===== src/rtl/store_buffer_pkg.sv =====
// -----------------------------------------------------------------------------
// store_buffer_pkg
// Shared types and constants for the store buffer.
//   WORD_LSB   : number of byte-offset bits below the word index
//   SB_W       : address/data width that the entry type is built for; the
//                store_buffer WIDTH parameter is expected to equal it
//   sb_entry_t : one buffer entry {valid, word address, data}
//   sb_ptr_w() : pointer width for a DEPTH-entry ring
// -----------------------------------------------------------------------------
package store_buffer_pkg;

   localparam int WORD_LSB = 2;
   localparam int SB_W     = 32;

   typedef struct packed {
      logic                     valid;
      logic [SB_W-1:WORD_LSB]   waddr;
      logic [SB_W-1:0]          data;
   } sb_entry_t;

   function automatic int sb_ptr_w(input int depth);
      return (depth > 1) ? $clog2(depth) : 1;
   endfunction

endpackage


===== src/rtl/store_buf_match.sv =====
// -----------------------------------------------------------------------------
// store_buf_match
// Combinational youngest-match search over the store buffer entries.
// Ports:
//   i_ent   : entry array (valid, word address, data)
//   i_head  : index of the oldest entry
//   i_waddr : word address to look up
//   o_hit   : some valid entry holds i_waddr
//   o_data  : data of the youngest matching entry (0 when no hit)
// -----------------------------------------------------------------------------
module store_buf_match
   import store_buffer_pkg::*;
#(
   parameter int DEPTH = 4,
   parameter int PTR_W = 2
) (
   input  sb_entry_t                 i_ent [DEPTH],
   input  logic [PTR_W-1:0]          i_head,
   input  logic [SB_W-1:WORD_LSB]    i_waddr,
   output logic                      o_hit,
   output logic [SB_W-1:0]           o_data
);

   logic [PTR_W-1:0] w_idx;

   // Walk from oldest to youngest; a later match overwrites an earlier one,
   // so the entry nearest the tail wins. Pointer arithmetic wraps because
   // DEPTH is a power of two.
   always_comb begin
      o_hit  = 1'b0;
      o_data = '0;
      w_idx  = i_head;
      for (int i = 0; i < DEPTH; i++) begin
         w_idx = i_head + PTR_W'(i);
         if (i_ent[w_idx].valid && (i_ent[w_idx].waddr == i_waddr)) begin
            o_hit  = 1'b1;
            o_data = i_ent[w_idx].data;
         end
      end
   end

endmodule


===== src/rtl/store_buffer.sv =====
// -----------------------------------------------------------------------------
// store_buffer
// Write buffer between the core memory stage and data memory. Stores enter a
// DEPTH-entry FIFO in one cycle and drain to memory whenever no load uses the
// port and memory is ready. Loads go straight to memory.
//
// Build option STORE_BUF_FWD_EN:
//   defined   : a load hitting a buffered word is forwarded the youngest data.
//   undefined : a load hitting a buffered word stalls; the buffer drains
//               (ignoring the load) until no match remains, then the load
//               reads memory.
//
// Ports:
//   clk, rst            : clock, asynchronous active-high reset
//   st_req, ld_req      : core store / load request (never both high)
//   fence_req           : core waits until the buffer is empty
//   addr, wdata         : core byte address and store data
//   rdata               : load data to core
//   stall_o             : core must hold its memory-stage request
//   mem_we/addr/wdata   : memory write port (mem_addr also carries load addr)
//   mem_rdata           : memory combinational read data
//   mem_ready           : memory accepts a write this cycle
//   empty_o             : buffer holds no entries
// -----------------------------------------------------------------------------
module store_buffer
   import store_buffer_pkg::*;
#(
   parameter int WIDTH = 32,
   parameter int DEPTH = 4
) (
   input  logic              clk,
   input  logic              rst,
   input  logic              st_req,
   input  logic              ld_req,
   input  logic              fence_req,
   input  logic [WIDTH-1:0]  addr,
   input  logic [WIDTH-1:0]  wdata,
   output logic [WIDTH-1:0]  rdata,
   output logic              stall_o,
   output logic              mem_we,
   output logic [WIDTH-1:0]  mem_addr,
   output logic [WIDTH-1:0]  mem_wdata,
   input  logic [WIDTH-1:0]  mem_rdata,
   input  logic              mem_ready,
   output logic              empty_o
);

   localparam int PTR_W = sb_ptr_w(DEPTH);
   localparam int CNT_W = PTR_W + 1;

   // Control state (reset) and entry payload (not reset).
   logic [PTR_W-1:0]          r_head;
   logic [PTR_W-1:0]          r_tail;
   logic [CNT_W-1:0]          r_count;
   logic [DEPTH-1:0]          r_valid;
   logic [WIDTH-1:WORD_LSB]   r_waddr [DEPTH];
   logic [WIDTH-1:0]          r_data  [DEPTH];

   sb_entry_t                 w_ent [DEPTH];
   logic                      w_empty;
   logic                      w_full;
   logic                      w_hit;
   logic [WIDTH-1:0]          w_hit_data;
   logic                      w_fwd_stall;
   logic                      w_drain;
   logic                      w_enq;
   logic                      w_stall;

   always_comb begin
      for (int i = 0; i < DEPTH; i++) begin
         w_ent[i].valid = r_valid[i];
         w_ent[i].waddr = r_waddr[i];
         w_ent[i].data  = r_data[i];
      end
   end

   store_buf_match #(
      .DEPTH (DEPTH),
      .PTR_W (PTR_W)
   ) u_match (
      .i_ent   (w_ent),
      .i_head  (r_head),
      .i_waddr (addr[WIDTH-1:WORD_LSB]),
      .o_hit   (w_hit),
      .o_data  (w_hit_data)
   );

   assign w_empty = (r_count == '0);
   assign w_full  = (r_count == CNT_W'(DEPTH));

`ifdef STORE_BUF_FWD_EN
   assign w_fwd_stall = 1'b0;
   assign w_drain     = !w_empty && !ld_req && mem_ready;
`else
   // A matching load must wait, so it gives the port to the buffer until
   // its word has been written out.
   assign w_fwd_stall = ld_req && w_hit;
   assign w_drain     = !w_empty && (!ld_req || w_fwd_stall) && mem_ready;
`endif

   // A full buffer still accepts a store in a cycle that frees a slot.
   assign w_stall = (st_req && w_full && !w_drain)
                  || (fence_req && !w_empty)
                  || w_fwd_stall;
   assign w_enq   = st_req && !w_stall;

   assign stall_o   = w_stall;
   assign empty_o   = w_empty;
   assign mem_we    = w_drain;
   assign mem_addr  = w_drain ? {r_waddr[r_head], {WORD_LSB{1'b0}}} : addr;
   assign mem_wdata = w_drain ? r_data[r_head] : '0;
   // Without forwarding a hit always stalls the load, so the forwarded value
   // is never consumed in that build.
   assign rdata     = w_hit ? w_hit_data : mem_rdata;

   always_ff @(posedge clk or posedge rst) begin
      if (rst) begin
         r_head  <= '0;
         r_tail  <= '0;
         r_count <= '0;
         r_valid <= '0;
      end else begin
         // Clear before set: when full, drain and enqueue hit the same slot.
         if (w_drain) begin
            r_valid[r_head] <= 1'b0;
            r_head          <= r_head + 1'b1;
         end
         if (w_enq) begin
            r_valid[r_tail] <= 1'b1;
            r_tail          <= r_tail + 1'b1;
         end
         case ({w_enq, w_drain})
            2'b10:   r_count <= r_count + 1'b1;
            2'b01:   r_count <= r_count - 1'b1;
            default: r_count <= r_count;
         endcase
      end
   end

   always_ff @(posedge clk) begin
      if (w_enq) begin
         r_waddr[r_tail] <= addr[WIDTH-1:WORD_LSB];
         r_data[r_tail]  <= wdata;
      end
   end

endmodule


===== config.mk =====
export PLATFORM = sky130hd
export DESIGN_NAME = store_buffer
export DESIGN_NICKNAME = d
export VERILOG_FILES = /design/src/rtl/store_buffer_pkg.sv /design/src/rtl/store_buf_match.sv /design/src/rtl/store_buffer.sv
export SDC_FILE = /design/constraint.sdc
export NUM_CORES = 1
export LEC_CHECK = 0
export BUFFER_PORTS_ARGS = -buffer_cell sky130_fd_sc_hd__buf_2
export CORE_MARGIN = 2
export CORE_UTILIZATION = 65
export CTS_CLUSTER_DIAMETER = 50
export DETAILED_ROUTE_END_ITERATION = 8
export PLACE_DENSITY = 0.87
export SYNTH_ARGS = -nofsm -noshare
export SYNTH_HDL_FRONTEND = slang
export SYNTH_HIERARCHICAL = 1
export SYNTH_SLANG_ARGS = --single-unit

===== constraint.sdc =====
create_clock -name clk -period 10.7 [get_ports clk]
set_clock_uncertainty 0.2 [all_clocks]
set_input_delay 2.675 -clock clk [delete_from_list [all_inputs] [get_ports clk]]
set_output_delay 2.675 -clock clk [all_outputs]
set_load 0.01 [all_outputs]

---- After elaboration in Yosys (flattened, before gate mapping) ----
Memory sizes are Yosys's and may differ from the RTL's.
Cells that the tools add are included.
cells by class
  $lt $le $gt $ge ......................... 8
  $mul .................................... 0
  add/subtract/negate cells ............... 6
  bitwise operators ....................... 7
  shifts and indexed selects .............. 0
  equality and inequality tests ........... 7
  reduce and logical (&&, ||, !) cells .... 22
  mux-type cells .......................... 32
  divide/modulo/power cells ............... 0
operators with widths
  operator               number
  $bmux W63 S2           4
  $mux W63               8
  $mux W32               7
  $eq A30 B30 Y1         4
  $logic_and A1 B1 Y1    13
  $ge A3 B3 Y1 const B   4
  $not A2 Y3             4
  $mux W1                8
  $mux W4                2
  $lt A2 B3 Y1 const B   2
  $pmux W3 S2            1
  $add A2 B1 Y2 const B  2
  $add A2 B2 Y2 const B  2
  $and A4 B4 Y4          1
  $demux W1 S2           2
  $ge A2 B1 Y1 const B   2
  $logic_not A1 Y1       4
  $not A4 Y4             1
  $or A4 B4 Y4           1
  $add A3 B1 Y3 const B  1
  $eq A3 B3 Y1 const B   1
  $logic_not A3 Y1       1
  $logic_or A1 B1 Y1     3
  $sub A3 B1 Y3 const B  1
  3 further kinds        3
storage, ports and cells
  bits in read-only memories .............. 0
  bits of input ports ..................... 102
  memories kept ........................... 2
  latch bits .............................. 0
  word-level logic and storage cells ...... 88
  register bits after elaboration ......... 11
  RAM bits ................................ 248
  output and inout port bits .............. 99
memory list
  name     depth  bits a word  read ports  clocked after Yosys merged registers in  write ports  line                text
  r_data   4      32           5           0                                        1            store_buffer.sv:57  logic [WIDTH-1:0] r_data [DEPTH];
  r_waddr  4      30           5           0                                        1            store_buffer.sv:56  logic [WIDTH-1:WORD_LSB] r_waddr [DEPTH];

---- Longest topological paths before layout ----
Gate-level depths: netlist of run 1.
  depth after elaboration ................. 22
  gate-level depth with buffers ........... 26

---- By module ----
Netlist of run 1, hierarchy kept.
modules (own cells, without submodules)
  module           seq. area each (um^2)  times used  area each (um^2)  cells each
  store_buffer     7722.4                 1           10727.8           560
  store_buf_match  0.0                    1           7867.5            1020

---- Least setup slack after synthesis of run 1 ----
Ideal clock, no wire load.
  kind .................................... input to output
  from .................................... input addr[29]
  to ...................................... output mem_addr[22]
  required time ........................... 7.825 ns
  arrival time ............................ 5.470 ns
  stages .................................. 18
  path slack .............................. 2.355 ns
  path buffers ............................ 6
  path through ............................ clkbuf_1 > xnor2_1 > nand3_1 > a2111oi_0 > a22oi_1 > nor3_1 > and2_1 > buf_2 > buf_4 > buf_2 > or4_1 > buf_2 > nand2b_1 > nand3b_4 > inv_2 > buf_2 > nand2_1 > nand2_1
on the way
  cells in the longest elaborated chain, start to end .. 11
RTL lines
  item                                   line                   text
  start: declaration                     store_buffer.sv:36     input logic [WIDTH-1:0] addr,
  $eq A30 B30 Y1                         store_buf_match.sv:35  if (i_ent[w_idx].valid && (i_ent[w_idx].waddr == i_waddr)) begin
  $logic_and A1 B1 Y1                    store_buf_match.sv:35
  $mux W1 (3 in series)                  store_buf_match.sv:35
  $mux W1 (*)                            store_buf_match.sv:35
  via w_hit                              store_buffer.sv:62     logic w_hit;
  $logic_and A1 B1 Y1 (*)                store_buffer.sv:97     assign w_fwd_stall = ld_req && w_hit;
  $logic_or A1 B1 Y1 (*)                 store_buffer.sv:98     assign w_drain = !w_empty && (!ld_req || w_fwd_stall) && mem_ready;
  $logic_and A1 B1 Y1 (*) (2 in series)  store_buffer.sv:98
  via mem_we                             store_buffer.sv:40     output logic mem_we,
  $mux W32 (*)                           store_buffer.sv:110    assign mem_addr = w_drain ? {r_waddr[r_head], {WORD_LSB{1'b0}}} : addr;
  end: declaration                       store_buffer.sv:41     output logic [WIDTH-1:0] mem_addr,
Mark *: on every way through the listed nets, which the timed path passes. The rest lies on a longest branch.

---- Worst setup path after layout of run 1 ----
  from .................................... input addr[17]
  to ...................................... output rdata[23]
on the way
  cells in the longest elaborated chain, start to end .. 7
RTL lines
  item                    line                   text
  $eq A30 B30 Y1          store_buf_match.sv:35
  $logic_and A1 B1 Y1     store_buf_match.sv:35
  $mux W32 (3 in series)  store_buf_match.sv:35
  $mux W32 (*)            store_buf_match.sv:35
  via w_hit_data[23]      store_buffer.sv:63     logic [WIDTH-1:0] w_hit_data;
  $mux W32 (*)            store_buffer.sv:114    assign rdata = w_hit ? w_hit_data : mem_rdata;
  end: declaration        store_buffer.sv:38     output logic [WIDTH-1:0] rdata,
Marked as above.

==> summary.txt, run 1 <==
STA
  – Min Tclk post-route: 9640 ps
  – Max-slew headroom: 25.2%
  – Crit share post-route: 90.1%
  – Number of setup violations in the final report: 0
  – Final Slew Violations: 0
  – Slew @ Worst Pin: 1120 ps
  – Hold Vio Cnt, Final: 0
  – Fmax: 0.104 GHz
  – Fin Setup TNS: 0 ps
  – Unrepaired setup endpoints after global routing: false

Routing
  – Wire per inst: 24.7 um
  – Antenna Nets Post-Route: 0
  – Vias/cell: 6.92
  – TritonRoute pass-1 iters: 9
  – Final Routed Wirelength: 52100 um
  – DRC violations left: 0
  – Number of DRC markers in iteration 0: 2114
  – Routed vias: 14600

Setup path
  – CP Cell Sequence: buf_2, inv_1, o21ai_0, a2111oi_0, nand4_1, o21ai_0, and4_1, buf_4, o21bai_2, buf_4, a211oi_1, o31a_1, mux2_2, buf_2
  – Critical-path maximum fanout: 32
  – Reg2Reg Setup Slack: 3420 ps
  – Worst Path Buf+Inv: 5
  – Critical path class: in -> out
  – CP max stage delay: 730 ps
  – Critical path's top delay family: compound AO/OA/AOI/OAI gates
  – CP Capture Type: output pin
  – CP max stage cell: and4_1
  – CP arrival: 6770 ps
  – Startpoint Class: primary input
  – WP data required: 7830 ps

CTS
  – Buffer levels on the longest clock path: 3
  – Clock Sinks: 259
  – CTS tree: built
  – Clk_lat worst skew: 520 ps
  – Post CTS Setup Buffer Count: 0
  – Clock root cell: clkbuf_16
  – H-tree levels: 2
  – PostCTS Resize Cnt: 0
  – Clock transition at path regs: 50 ps
  – Inserted Clock Buffers: 36
  – Cts hold-fix bufs: 0

Synthesis
  – Synthesized area per cell: 11.8 um^2
  – Register area share after synthesis: 41.5%
  – Synthesized cell area: 18600 um^2
  – Ys Warns: 6
  – Synth unique cells: 75
  – Post-synthesis async set-or-reset flop share: 4.25%
  – Synth Flop Type: edfxtp_1
  – Syn Inst Count: 1580
  – Yosys reg bits: 259
  – Number of synthesized flops with an enable pin: 248
  – Syn_nets: 1692

Power and ir drop
  – Leakage: 7.84 nW
  – Reg power frac: 29.1%
  – PwrDens: 246 nW/um^2
  – Cell Int Power: 0.00306 W
  – Clock power frac: 22.1%
  – Switching share of total power: 39.9%
  – Max VDD drop: 0.000191 V
  – Logic gate share of total power: 48.8%
  – Net Sw Power: 0.00203 W

Floorplan
  – CORE AREA: 28000 um^2
  – Die Area: 30000 um^2
  – Die Wd: 173 um
  – # IOs: 201
  – Die Ht: 173 um
  – Number of cell rows: 61
  – Starting Density: 66.4%

Global route
  – Grt total ovfl: 0
  – Number of antenna violations at the first check in global routing: 6
  – First-pass GRT wire length: 82000 um
  – Largest net degree at the start of global routing: 82
  – GRT Total Usage: 34.5%
  – Number of global-route vias before repair: 14300

Place
  – Placed Cells: 2042
  – GP Congestion: 1.06
  – IO buf count: 200
  – HPWL after DPL: 34500 um

Worst hold path
  – Hold Crit Class: reg -> reg

Layout
  – Fin cells: 2112
  – NumNets Final: 1814
  – Layout cells sized above 1: 24.9%
  – Syn-to-layout area delta: 11.4%

Job
  – Max Cap Viol: 0

Run status
  – Status: complete, no violations
## kinds of logic after synthesis
kind of cell             after synthesis  synth area share [%]
AND/OR/NAND/NOR                      428                  11.2
multiplexers                         392                  28.1
flip-flops                           259                  41.5
AO/OA/AOI/OAI                        220                  8.79
buffers and inverters                165                  4.66
XOR/XNOR                             106                  4.99
adder cells (fa/ha/maj)               10                 0.713
## through the flow
step / worst slack [ps] / hold slack, ps / util (%) / power, W / area [um^2]
2_1_floorplan: 2350 / 295 / - / 0.00338 / 18600
3_3_place_gp: 1340 / 333 / 69.8 / 0.00385 / 19600
3_5_place_dp: 1270 / 329 / 69.8 / 0.00391 / 19600
4_1_cts: 1260 / 368 / 73.9 / 0.00504 / 20700
5_1_grt: 856 / 402 / 73.9 / 0.00532 / 20700
6_report: 1060 / 376 / 73.9 / 0.00509 / 20700
## worst register-to-register path: stages, from the launching register on
cell	delay, ps
dfrtp_4	1030
buf_4	760
mux2i_1	500
mux2i_1	170
xnor2_1	200
nand4_1	110
nor4_1	70
and4b_1	230
buf_4	250
or4_2	760
buf_4	300
a41o_1	310
a21oi_2	450
and2_2	900
buf_4	660
## path summary, 6_finish.rpt
| path | from | endpoint | depth (start not counted) |
|---|---|---|---|
| worst max-delay path | addr[17] | rdata[23] | 14 |
| worst min-delay path | r_valid[1] | r_valid[1] | 1 |
| worst max register to register | r_head[1] | r_waddr[2][7] | 14 |
| worst min register to register | r_valid[1] | r_valid[1] | 1 |
| max in group asynchronous | rst | r_head[0] | 2 |
| min in group asynchronous | rst | r_count[0] | 2 |
## power groups by stage
stage / Clock [W] / Combinational, W / Sequential (W)
floorplan: 0 / 0.00201 / 0.00137
global placement: 0 / 0.00237 / 0.00148
detailed placement: 0 / 0.00242 / 0.00150
CTS: 0.00113 / 0.00244 / 0.00148
global route: 0.00118 / 0.00264 / 0.00150
finish: 0.00112 / 0.00248 / 0.00148
## layout make-up
cell class              count  area, um^2
multi-input cells        1156       10000
flip-flops and latches    259        7730
fillers                  1830        7300
repair buffers            226        1230
clock buffers              49         992
well taps                 378         473
clock inverters            15         138
inverters                  23        88.8
diodes                      6        15.0
## sequential cells by signal, indices dropped and copies added (netlist names)
register and cells:
r_count 3, r_tail 2, r_head 2, r_data 128, r_valid 4, r_waddr 120
## cells in the mapped netlist (8+ instances only)
master	n	area, um^2
mux4_1	16	420
xnor2_1	84	736
mux2_2	53	597
xor2_1	22	193
o21ai_0	36	180
dfrtp_1	11	275
o31ai_1	16	120
nor3b_1	16	120
buf_6	17	191
a31oi_1	16	100
a221oi_1	9	78.8
and3_1	30	188
a21oi_1	29	145
o211ai_1	8	60.1
mux2i_1	243	2430
nand3_1	25	125
o31a_1	17	149
buf_2	50	250
mux4_2	77	1730
ha_1	9	113
buf_1	14	52.6
clkbuf_1	51	191
o22ai_1	13	81.3
nor4_1	11	68.8
a211oi_1	21	158
a2111o_1	16	180
nor2_1	38	143
inv_1	21	78.8
nand4_1	29	181
edfxtp_1	248	7450
nand2_1	212	796
and2_1	38	238
## cells in the final DEF (no fill, tap or decap), types with 17 or more instances in the layout
master       n
nand2_1    212
nand4_1     29
o21ai_0     36
and2_1      36
mux4_2      77
mux2i_1    243
nand3_1     25
nor2_1      38
a21oi_1     29
buf_4       23
mux2_2      53
xnor2_1     83
edfxtp_1   248
xor2_1      22
clkbuf_16   38
and3_1      30
a211oi_1    21
o31a_1      17
inv_1       21
buf_2      200
## per-layer routing
metal	global-route usage (%)	routed length, um
met1	48.5	20600
met2	54.8	24300
met3	7.04	5640
met4	10.4	1490
met5	0	27
No activity file was read; power rests on OpenSTA's default activity.
==> run 2, diff against run 1 <==
--- a/config.mk
+++ b/config.mk
@@ -7,10 +7,10 @@
 export LEC_CHECK = 0
 export BUFFER_PORTS_ARGS = -buffer_cell sky130_fd_sc_hd__buf_2
 export CORE_MARGIN = 2
-export CORE_UTILIZATION = 65
+export CORE_UTILIZATION = 53
 export CTS_CLUSTER_DIAMETER = 50
 export DETAILED_ROUTE_END_ITERATION = 8
-export PLACE_DENSITY = 0.87
+export PLACE_DENSITY = 0.73
 export SYNTH_ARGS = -nofsm -noshare
 export SYNTH_HDL_FRONTEND = slang
 export SYNTH_HIERARCHICAL = 1
==> constraint.sdc (replaced) <==
create_clock -name clk -period 10.7 [get_ports clk]
set_clock_uncertainty 0.2 [all_clocks]
set_input_delay 2.675 -clock clk [delete_from_list [all_inputs] [get_ports clk]]
set_output_delay 2.675 -clock clk [all_outputs]
set_load 0.02 [all_outputs]
==> run 2 against run 1 <==
Effect of this change: global-route usage down 6.6 points; fmax up 1.2%; design area up 0.24%; hold slack better by 12 ps; core utilization down 14 points; first-iteration DRC count down 33%; critical path depth down 2; non-clock buffer count unchanged; die area up 22%; register-to-register slack better by 280 ps; flip-flop and latch count unchanged; setup slack better by 120 ps; largest cell class unchanged.
==> summary.txt, run 2 (synthesized netlist as in run 1, its figures left out) <==
Power and ir drop
  – Final Power: 0.00509 W (+0.11%)
  – Switching share of total power: 41.2% (+1.2 points)
  – Cell Int Power: 0.00300 W (-2.0%)
  – Reg power frac: 29.0% (about the same)
  – Logic gate share of total power: 49.6% (+0.8 points)
  – PwrDens: 245 nW/um^2 (-0.12%)
  – Net Sw Power: 0.00210 W (+3.2%)
  – Clock power frac: 21.4% (-0.7 points)
  – Max VDD drop: 0.000167 V (-13%)
  – Leakage: 7.81 nW (-0.40%)

STA
  – Final Slew Violations: 0 (unchanged)
  – Hold Vio Cnt, Final: 0 (unchanged)
  – Crit share post-route: 89.0% (-1.1 points)
  – Min Tclk post-route: 9520 ps (-118 ps)
  – Worst Slack Setup Final: 1180 ps (+118 ps)
  – Number of setup violations in the final report: 0 (unchanged)
  – Fin Setup TNS: 0 ps (unchanged)
  – Slew @ Worst Pin: 1080 ps (-44.4 ps)
  – Unrepaired setup endpoints after global routing: false
  – Fmax: 0.105 GHz (+1.2%)
  – Max-slew headroom: 28.2% (+3.0 points)

Layout
  – Multi-input gate area: 10000 um^2 (about the same)
  – Commonest non-fill, non-tap cells in the layout: edfxtp_1 (248), mux2i_1 (243), nand2_1 (212)
  – NumNets Final: 1813 (-0.055%)
  – Fin cells: 2188 (+3.6%)
  – Sequential cell area: 7730 um^2 (unchanged)
  – Layout cells sized above 1: 24.9% (+0.058 points)
  – Syn-to-layout area delta: 11.6%
  – Max reg flops: 128 (unchanged)
  – Largest registers: r_data: 128 flops, r_waddr: 120 flops, r_valid: 4 flops
  – Fin util: 60.1% (-14 points)
  – Biggest register: r_data
  – Fill count: 2802 (+53%)
  – Most common cell after layout, fill and taps aside: edfxtp_1

Routing
  – Antenna Nets Post-Route: 0 (unchanged)
  – Routed vias: 14000 (-3.9%)
  – DRC violations left: 0 (unchanged)
  – TritonRoute pass-1 iters: 6 (-3)
  – Wire per inst: 23.7 um (-4.0%)
  – Vias/cell: 6.42 (-7.2%)
  – Number of DRC markers in iteration 0: 1411 (-33%)
  – Final Routed Wirelength: 51800 um (-0.53%)

Global route
  – First-pass GRT wire length: 78600 um (-4.1%)
  – Met1 Use GR: 40.2% (-8.2 points)
  – Grt total ovfl: 0 (unchanged)
  – GRT Total Usage: 27.9% (-6.6 points)
  – Number of global-route vias before repair: 13300 (-7.1%)
  – Number of antenna violations at the first check in global routing: 6 (unchanged)
  – Met2 usage: 44.2% (-11 points)
  – Largest net degree at the start of global routing: 88 (+7.3%)
  – Met3 Use GR: 3.95% (-3.1 points)
  – Global route hottest layer: met2

CTS
  – Clock root cell: clkbuf_16
  – H-tree levels: 2 (unchanged)
  – CTS tree: built
  – PostCTS Resize Cnt: 0 (unchanged)
  – Cts hold-fix bufs: 0 (unchanged)
  – Buffer levels on the longest clock path: 3 (unchanged)
  – Inserted Clock Buffers: 35 (-2.8%)
  – Clock transition at path regs: 60 ps (about the same)
  – Clock Sinks: 259 (unchanged)
  – Post CTS Setup Buffer Count: 0 (unchanged)
  – Clk_lat worst skew: 530 ps (about the same)

Floorplan
  – CORE AREA: 34500 um^2 (+23%)
  – Die Ht: 191 um (+10%)
  – Die Wd: 191 um (+10%)
  – # IOs: 201 (unchanged)
  – Number of cell rows: 68 (+11%)
  – Starting Density: 53.8% (-13 points)
  – Die Area: 36600 um^2 (+22%)

Worst hold path
  – Hold Crit Class: reg -> reg

Setup path
  – Critical path's top delay family: simple AND/OR/NAND/NOR gates
  – CP arrival: 6650 ps (-120 ps)
  – CP Cell Sequence: buf_2, xnor2_1, nor4_1, a22oi_1, nor3_2, and2_2, xnor2_2, buf_4, a2111o_1, a2bb2oi_1, mux2_2, buf_2
  – CP Capture Type: output pin
  – Startpoint Class: primary input
  – Worst Path Buf+Inv: 3 (-2)
  – Critical path class: in -> out
  – WP data required: 7830 ps (about the same)
  – CP max stage cell: nor4_1
  – Critical-path maximum fanout: 23 (-28%)
  – Reg2Reg Setup Slack: 3700 ps (+280 ps)
  – CP max stage delay: 730 ps (about the same)
  – Most frequent CP cell: buf_2

Place
  – GP Congestion: 0.981 (-7.4%)
  – IO buf count: 200 (unchanged)
  – Pre-CTS setup slack: 1200 ps (-73.1 ps)
  – HPWL after DPL: 35100 um (+1.7%)
  – Placed Cells: 2119 (+3.8%)

Job
  – Max Cap Viol: 0 (unchanged)

Run status
  – Status: complete, no violations
run 2: worst paths after layout:
kind                                 start             to  cells past startpoint
worst max-delay path              addr[16]      rdata[30]                     12
worst max register to register   r_head[0]  r_waddr[2][8]                     14
max in group asynchronous              rst      r_head[0]                      2
worst min register to register  r_count[2]     r_count[2]                      1
worst min-delay path            r_count[2]     r_count[2]                      1
min in group asynchronous              rst     r_valid[3]                      2
run 2: routing by layer:
metal  vias to the layer above  wire length (um)
li1                       6331                 -
met1                      6982             22500
met2                       624             24000
met3                       107              3970
met4                         2              1400
met5                         -                13
run 2: cell type report:
class | count | share of cell area (%)
diodes | 5 | 0.0603
clock buffers | 43 | 4.36
clock inverters | 21 | 0.856
inverters | 23 | 0.428
multi-input cells | 1156 | 48.4
flip-flops and latches | 259 | 37.2
well taps | 455 | 2.74
repair buffers | 226 | 5.94
run 2: worst reg2reg max path, cell delays in order, from the launching register on:
cell and delay (ps):
dfrtp_4 780, inv_4 630, buf_4 870, nand2_1 180
nand2_1 130, a222oi_1 130, nand3_1 130, and4b_1 220
buf_4 250, or4_2 750, buf_4 300, a41o_1 300
a21oi_2 470, and2_4 770, buf_4 520
run 2: power by group through the flow:
stage / clock network, W / registers, W / logic, W
2_1_floorplan: 0 / 0.00137 / 0.00205
4_1_cts: 0.00110 / 0.00148 / 0.00250
5_1_grt: 0.00114 / 0.00150 / 0.00269
3_5_place_dp: 0 / 0.00150 / 0.00248
3_3_place_gp: 0 / 0.00148 / 0.00245
6_report: 0.00109 / 0.00148 / 0.00253
run 2: stage by stage:
step / instance area, um^2 / hold WS [ps]
2_1_floorplan: 18600 / 295
3_3_place_gp: 19700 / 359
3_5_place_dp: 19700 / 380
4_1_cts: 20700 / 394
5_1_grt: 20700 / 417
6_report: 20800 / 389
